===== src/rtl/matrix_scan_driver.sv =====
// ============================================================================
// Module   : matrix_scan_driver
// Brief    : Column-multiplexed 8x8 LED matrix driver with per-frame bitmap
//            latch, per-column dwell and blanking gap. Optional PWM row
//            dimming when MATRIX_BRIGHTNESS_EN is defined.
// Revision : 1.0 - initial release
// ============================================================================
`default_nettype none

module matrix_scan_driver #(
  parameter int DWELL_CYCLES = 1000,
  parameter int BLANK_CYCLES = 16
) (
  input  logic        CLK,
  input  logic        RST_N,
  input  logic [63:0] info,
`ifdef MATRIX_BRIGHTNESS_EN
  input  logic [3:0]  brightness,
`endif
  input  logic        en,
  output logic [7:0]  col_sel,
  output logic [7:0]  row_data,
  output logic [2:0]  scan_idx,
  output logic        frame_start
);

  localparam int c_max_cnt = (DWELL_CYCLES > BLANK_CYCLES) ? DWELL_CYCLES : BLANK_CYCLES;
  localparam int c_cnt_w   = (c_max_cnt > 2) ? $clog2(c_max_cnt) : 1;
  localparam logic [c_cnt_w-1:0] c_dwell_last = c_cnt_w'(DWELL_CYCLES - 1);
  localparam logic [c_cnt_w-1:0] c_blank_last = c_cnt_w'((BLANK_CYCLES > 0) ? BLANK_CYCLES - 1 : 0);

  localparam logic [1:0] c_load  = 2'd0;
  localparam logic [1:0] c_drive = 2'd1;
  localparam logic [1:0] c_blank = 2'd2;

  logic [1:0]         state_q, state_d;
  logic [2:0]         col_idx_q, col_idx_d;
  logic [c_cnt_w-1:0] cnt_q, cnt_d;
  logic [63:0]        frame_q, frame_d;
  logic [7:0]         col_sel_q, col_sel_d;
  logic [7:0]         pat_q, pat_d;
  logic [2:0]         scan_idx_q, scan_idx_d;
  logic               frame_start_q, frame_start_d;
  logic [2:0]         next_col;
  logic               advance;

  always_comb begin
    state_d       = state_q;
    col_idx_d     = col_idx_q;
    cnt_d         = cnt_q;
    frame_d       = frame_q;
    col_sel_d     = col_sel_q;
    pat_d         = pat_q;
    scan_idx_d    = scan_idx_q;
    frame_start_d = 1'b0;
    next_col      = col_idx_q + 3'd1;
    advance       = 1'b0;

    if (!en) begin
      // Abandon any partial frame; the next enable takes a fresh latch.
      state_d   = c_load;
      col_idx_d = 3'd0;
      cnt_d     = '0;
      col_sel_d = 8'h00;
      pat_d     = 8'h00;
    end else begin
      case (state_q)
        c_load: begin
          frame_d       = info;
          frame_start_d = 1'b1;
          col_idx_d     = 3'd0;
          scan_idx_d    = 3'd0;
          col_sel_d     = 8'h01;
          pat_d         = info[7:0];
          cnt_d         = '0;
          state_d       = c_drive;
        end
        c_drive: begin
          if (cnt_q == c_dwell_last) begin
            if (BLANK_CYCLES > 0) begin
              state_d   = c_blank;
              cnt_d     = '0;
              col_sel_d = 8'h00;
              pat_d     = 8'h00;
            end else begin
              advance = 1'b1;
            end
          end else begin
            cnt_d = cnt_q + 1'b1;
          end
        end
        c_blank: begin
          if (cnt_q == c_blank_last) begin
            advance = 1'b1;
          end else begin
            cnt_d = cnt_q + 1'b1;
          end
        end
        default: state_d = c_load;
      endcase
    end

    if (advance) begin
      cnt_d = '0;
      if (col_idx_q != 3'd7) begin
        col_idx_d  = next_col;
        col_sel_d  = 8'h01 << next_col;
        pat_d      = frame_q[{next_col, 3'b000} +: 8];
        scan_idx_d = next_col;
        state_d    = c_drive;
      end else begin
        state_d   = c_load;
        col_sel_d = 8'h00;
        pat_d     = 8'h00;
      end
    end
  end

  always_ff @(posedge CLK or negedge RST_N) begin
    if (!RST_N) begin
      state_q       <= c_load;
      col_idx_q     <= 3'd0;
      cnt_q         <= '0;
      frame_q       <= 64'd0;
      col_sel_q     <= 8'h00;
      pat_q         <= 8'h00;
      scan_idx_q    <= 3'd0;
      frame_start_q <= 1'b0;
    end else begin
      state_q       <= state_d;
      col_idx_q     <= col_idx_d;
      cnt_q         <= cnt_d;
      frame_q       <= frame_d;
      col_sel_q     <= col_sel_d;
      pat_q         <= pat_d;
      scan_idx_q    <= scan_idx_d;
      frame_start_q <= frame_start_d;
    end
  end

`ifdef MATRIX_BRIGHTNESS_EN
  logic [3:0] pwm_q, pwm_d;
  logic [7:0] row_gate_q, row_gate_d;

  // Every DRIVE entry zeroes the dwell counter, so cnt_d==0 marks an entry.
  always_comb begin
    pwm_d      = 4'd0;
    if ((state_d == c_drive) && (cnt_d != '0)) begin
      pwm_d = pwm_q + 4'd1;
    end
    row_gate_d = (pwm_d <= brightness) ? pat_d : 8'h00;
  end

  always_ff @(posedge CLK or negedge RST_N) begin
    if (!RST_N) begin
      pwm_q      <= 4'd0;
      row_gate_q <= 8'h00;
    end else begin
      pwm_q      <= pwm_d;
      row_gate_q <= row_gate_d;
    end
  end

  assign row_data = row_gate_q;
`else
  assign row_data = pat_q;
`endif

  assign col_sel     = col_sel_q;
  assign scan_idx    = scan_idx_q;
  assign frame_start = frame_start_q;

endmodule

`default_nettype wire


===== config.mk =====
export PLATFORM = sky130hd
export DESIGN_NAME = matrix_scan_driver
export DESIGN_NICKNAME = d
export VERILOG_FILES = /design/src/rtl/matrix_scan_driver.sv
export SDC_FILE = /design/constraint.sdc
export NUM_CORES = 1
export LEC_CHECK = 0
export ABC_AREA = 1
export BUFFER_PORTS_ARGS = -buffer_cell sky130_fd_sc_hd__buf_2
export CAP_MARGIN = 20
export CELL_PAD_IN_SITES_DETAIL_PLACEMENT = 1
export CELL_PAD_IN_SITES_GLOBAL_PLACEMENT = 1
export CORE_ASPECT_RATIO = 1.5
export CORE_MARGIN = 5
export CORE_UTILIZATION = 44
export DETAILED_ROUTE_END_ITERATION = 7
export MAX_ROUTING_LAYER = met4
export PLACE_DENSITY = 0.83
export SYNTH_ARGS = -nofsm -noshare
export SYNTH_HDL_FRONTEND = slang
export SYNTH_SLANG_ARGS = --single-unit

===== constraint.sdc =====
create_clock -name CLK -period 6.4 [get_ports CLK]
set_input_delay 0 -clock CLK [delete_from_list [all_inputs] [get_ports CLK]]
set_output_delay 0 -clock CLK [all_outputs]
set_load 0.005 [all_outputs]

* Word level (Yosys, flattened, before mapping)
Index checks and enable logic that the tools add are counted.
** Cells by class
- Add/sub/neg operators :: 2
- Shift operators :: 2
- Equality and inequality tests :: 10
- Reductions and logical operators :: 5
- Multiplexer cells :: 32
** Operators by type and width (count)
- variable part select 64 x 7 -> 8 bit :: 1
- two-way mux 8 bit :: 7
- two-way mux 10 bit :: 4
- case mux 8 bit (2 select lines) :: 2
- case mux 10 bit (3 select lines) :: 1
- two-way mux 3 bit :: 8
- adder 10 x 1 -> 10 bit, second input constant :: 1
- equality test 10 bit, second input constant :: 1
- equality test 10 x 4 -> 1 bit, second input constant :: 1
- inequality test 4 bit, second input constant :: 2
- AND reduction 2 bit :: 4
- << shifter 1 x 3 -> 8 bit, first input constant :: 1
- two-way mux 1 bit :: 6
- two-way mux 2 bit :: 3
- inequality test 3 bit, second input constant :: 2
- case mux 2 bit (3 select lines) :: 1
- inequality test 5 x 1 -> 1 bit, second input constant :: 1
- inequality test 4 x 1 -> 1 bit, second input constant :: 1
- adder 3 x 1 -> 3 bit, second input constant :: 1
- equality test 2 x 1 -> 1 bit, second input constant :: 1
- equality test 2 bit, second input constant :: 1
- logical NOT 2 bit :: 1
** Storage, ports and cells
- Input port bits :: 67
- Logic and storage cells :: 59
- Register bits :: 99
- Output and inout port bits :: 20

* Depth between registers and ports, before layout
- Depth after elaboration :: 6
- Gate-level depth with buffers :: 16
- Depth with buffers taken out :: 12

* Least setup slack after synthesis
No wires, ideal clock.
- Path kind :: register to register
- Start point :: reg col_idx_q[0]
- End point :: reg pat_q[5] (netlist: row_data[5])
- Stages on the path, launching flop included :: 17
- Arrival time :: 1.905 ns
- Library setup time :: 0.117 ns
- Clock period less this slack :: 2.022 ns
- Data required time :: 6.283 ns
- Slack :: 4.378 ns
- Buffers on the path :: 4
- Cells stage by stage :: dfrtp_1 buf_2 inv_2 buf_2 ha_1 buf_2 inv_2 buf_2 nor2_1 nand2_1 nand2_1 nand2_1 nand2_1 nand2_1 nand2_1 nand2_1 nand2_1
** Between the ends
- Longest elaborated chain between the ends :: 4
- Elaborated cells on any way between the ends :: 5
- Those cells by class :: add/sub: 1; eq/ne: 1; shift: 1; mux: 2
** Ends and longest elaborated chain
- start: declaration :: RTL line 37 : logic [2:0] col_idx_q, col_idx_d;
- start signal: assignment :: RTL line 131 : col_idx_q <= col_idx_d;
- adder 3 x 1 -> 3 bit :: RTL line 56 : next_col = col_idx_q + 3'd1;
- variable part select 64 x 7 -> 8 bit :: RTL line 108 : pat_d = frame_q[{next_col, 3'b000} +: 8];
- two-way mux 8 bit * :: RTL line 105 : if (col_idx_q != 3'd7) begin
- two-way mux 8 bit * :: RTL line 103 : if (advance) begin
- end signal: assignment :: RTL line 135 : pat_q <= pat_d;
- end: declaration :: RTL line 41 : logic [7:0] pat_q, pat_d;
Every way passes the cells marked *; elsewhere a longest branch is shown, timed or not.
A chain may end at the register's enable or synchronous reset.

* Worst setup path in the final report
- Start point :: reg state_q[0]
- End point :: reg frame_q[53]
** Between the ends
- Longest elaborated chain between the ends :: 2
** Ends and longest elaborated chain
- start: declaration :: RTL line 36 : logic [1:0] state_q, state_d;
- start signal: assignment :: RTL line 121 : state_q <= c_load;
- start signal: assignment :: RTL line 130 : state_q <= state_d;
- logical NOT 2 bit :: RTL line 67 : case (state_q)
- AND reduction 2 bit (no line)
- end signal: assignment :: RTL line 133 : frame_q <= frame_d;
- end: declaration :: RTL line 39 : logic [63:0] frame_q, frame_d;
Every way passes these cells.

==> impl_metrics.env <==
export IMPL_drv_cap=0
export IMPL_fin_util=0.5686
export IMPL_rsz0062_at_grt="no"
export IMPL_startpoint_type="flip-flop"
export IMPL_worst_pin_slew_ns=0.8428
export IMPL_syn_num_nets=753
export IMPL_path_clk_slew_ns=0.07
export IMPL_postSynthCellCount=675
export IMPL_place_inst=883
export IMPL_vias=4865
export IMPL_die_width_um=97.66
export IMPL_p_per_area_mw_per_mm2=343.4
export IMPL_cp_arrival_ns=3.00
export IMPL_synth_edff_count=0
export IMPL_dp_slack_ns=3.709
export IMPL_fillers=1425
export IMPL_fin_cells=964
export IMPL_synth_main_ff_cell="dfrtp_1"
export IMPL_cp_max_fo=96
export IMPL_postRouteAntennaNets=0
export IMPL_final_net_count=887
export IMPL_post_route_drc_count=0
export IMPL_grt_pass1_wl_mm=26.40
export IMPL_hold_path_class="input port to flip-flop"
export IMPL_core_area_mm2=0.01141
export IMPL_ys_ff_latch=99
export IMPL_synth_top_family_by_area="simple AND/OR/NAND/NOR gates"
export IMPL_finalHoldViolCount=0
export IMPL_synthMuxAreaShare=0
export IMPL_synthAdderAreaFrac=0.02714
export IMPL_path_class="flip-flop to flip-flop"
export IMPL_syn_area_mm2=0.005071
export IMPL_clock_sinks=99
export IMPL_final_area_mm2=0.006489
export IMPL_synth_distinct_cells=23
export IMPL_outcome="completed"
export IMPL_antenna_found_initial=0
export IMPL_grt_ovfl_total=0
export IMPL_drv_slew=0
export IMPL_wl_per_cell_um=16.34
export IMPL_totalWireLength_mm=15.76
export IMPL_tns_ns=0
export IMPL_numCtsBuffers=9
export IMPL_die_h_um=141.5
export IMPL_fin_crit_sh=0.4296
export IMPL_cts_hold_buf=65
export IMPL_clock_fmax_ghz=0.3637
export IMPL_dr_pass1_iters=4
export IMPL_synthSimpleGateAreaFrac=0.3055
export IMPL_via_per_inst=5.047
export IMPL_yosysTopAreaCellShare=0.4885
export IMPL_grt_use_total=0.2438
export IMPL_htree_levels=3
export IMPL_grt_pass1_vias=5367
export IMPL_cts_tree="done"
export IMPL_yosys_area_top_type="dfrtp_1"
export IMPL_place_area_mm2=0.005548
export IMPL_relSlewSlack=0.4382
export IMPL_ys_seq_area_frac=0.4885
export IMPL_cts_buffer_depth=2
export IMPL_pin_count=87
export IMPL_numPortBuffers=86
export IMPL_worst_slack_ns=3.651
export IMPL_diodes=0
export IMPL_synthXorXnorAreaFrac=0.01036
export IMPL_syn_area_per_cell_um2=7.513
export IMPL_yosys_warnings=0
export IMPL_die_area_mm2=0.01382
export IMPL_min_period_ns=2.749
export IMPL_crit_required_ns=6.65
export IMPL_synthMostInstantiatedCell="nand2_1"
export IMPL_ir_drop_uv=239.6
export IMPL_drive_above_1_share=0.1523
export IMPL_gp_congestion=0.8497
export IMPL_start_util=0.4444
export IMPL_synth_top_cells_by_count="nand2_1 (265), dfrtp_1 (99), inv_1 (77), o21ai_0 (72), nand3_1 (47)"
export IMPL_synthArstFlopShare=1.000
export IMPL_clk_latency_ns=0.35
export IMPL_p_leak_nw=3.372
export IMPL_cp_end_kind="flip-flop"
export IMPL_cts_resized=0
export IMPL_clockRootBuffer="clkbuf_16"
export IMPL_synthTopCellsByArea="dfrtp_1 (49%), nand2_1 (20%), o21ai_0 (7.1%)"
export IMPL_synth_compound_area_share=0.07427
export IMPL_detail_route_iter0_violations=188
export IMPL_finalSetupViolations=0
export IMPL_finClkSkew_ns=0.007714
export IMPL_syn_to_final_growth_pct=27.95
export IMPL_detailed_place_hpwl_mm=10.56
export IMPL_placementRows=48
export IMPL_grt_max_degree=97
export IMPL_postCtsSetupRepairBufs=0
==> layout by cell type (no fill, tap or decap), types with 9 or more instances in the layout <==
cell	count
nand2_1	265
nand4_1	9
dlygate4sd3_1	65
clkbuf_16	9
inv_1	76
buf_2	85
ha_1	11
dfrtp_1	99
nor2_1	37
o21ai_0	72
nand3_1	47
==> state kept, by name, summed over array words and instances, names as in the netlist <==
register and flops:
row_data 8, col_idx_q 3, scan_idx 3, frame_start 1
col_sel 8, cnt_q 10, state_q 2, frame_q 64
==> metrics by stage <==
step	hold slack (ns)	total power [W]
6_report	0.05879	0.002229
3_5_place_dp	0.009101	0.001652
5_1_grt	0.06329	0.002388
2_1_floorplan	-0.2956	0.001411
3_3_place_gp	-0.003917	0.001602
4_1_cts	0.05485	0.002221
==> final timing paths <==
path	startpoint	end	slack (ns)	cells after the start
worst max-delay path	state_q[0]$_DFFE_PN0P_	frame_q[53]$_DFFE_PN0P_	3.65	7
min in group asynchronous	RST_N	frame_q[56]$_DFFE_PN0P_	0.16	2
worst min register to register	col_sel[7]$_DFFE_PN0P_	col_sel[7]$_DFFE_PN0P_	0.48	2
worst max register to register	state_q[0]$_DFFE_PN0P_	frame_q[53]$_DFFE_PN0P_	3.65	7
max in group asynchronous	RST_N	frame_q[20]$_DFFE_PN0P_	5.06	3
worst min-delay path	en	col_idx_q[0]$_DFF_PN0_	0.06	3
==> routing by layer <==
layer / up-vias / track usage / part of all wire
met2: 95 / 0.4384 / 0.54
met5: - / - / 0
met4: 0 / 0.06565 / 0.020
met1: 2404 / 0.2786 / 0.41
met3: 20 / 0.04525 / 0.034
li1: 2346 / - / -
==> power by group <==
part / total, W / internal, W / switching [W]
sequential: 0.000936 / 0.000847 / 0.0000882
combinational: 0.000760 / 0.000247 / 0.000513
clock: 0.000533 / 0.000286 / 0.000247
total: 0.00223 / 0.00138 / 0.000848
==> worst max-delay path, cell delays in order, from the launching register on <==
cell and delay [ns]:
dfrtp_1 0.47, inv_1 0.13, ha_1 0.22, nand2_1 0.29, inv_2 0.41, buf_4 0.72
nand2_1 0.18, o21ai_0 0.16
==> kinds of logic (layout without fill, tap and decap cells) <==
logic type / Yosys count / count (layout)
buf+inv: 114 / 253
flops: 99 / 99
fa+ha+maj: 11 / 11
xor+xnor: 6 / 6
simple gates: 372 / 372
compound gates: 73 / 73
==> area by class of cell <==
| class | count | area, um2 | share of cell area |
|---|---|---|---|
| Timing Repair Buffer | 154 | 1106 | 0.1705 |
| Tap cell | 150 | 187.7 | 0.02892 |
| Clock buffer | 11 | 252.7 | 0.03895 |
| Multi-Input combinational cell | 462 | 2116 | 0.3261 |
| Inverter | 83 | 311.5 | 0.04801 |
| Sequential cell | 99 | 2477 | 0.3818 |
| Clock inverter | 5 | 37.54 | 0.005785 |
Note: power is estimated with default switching activity, not from simulation.
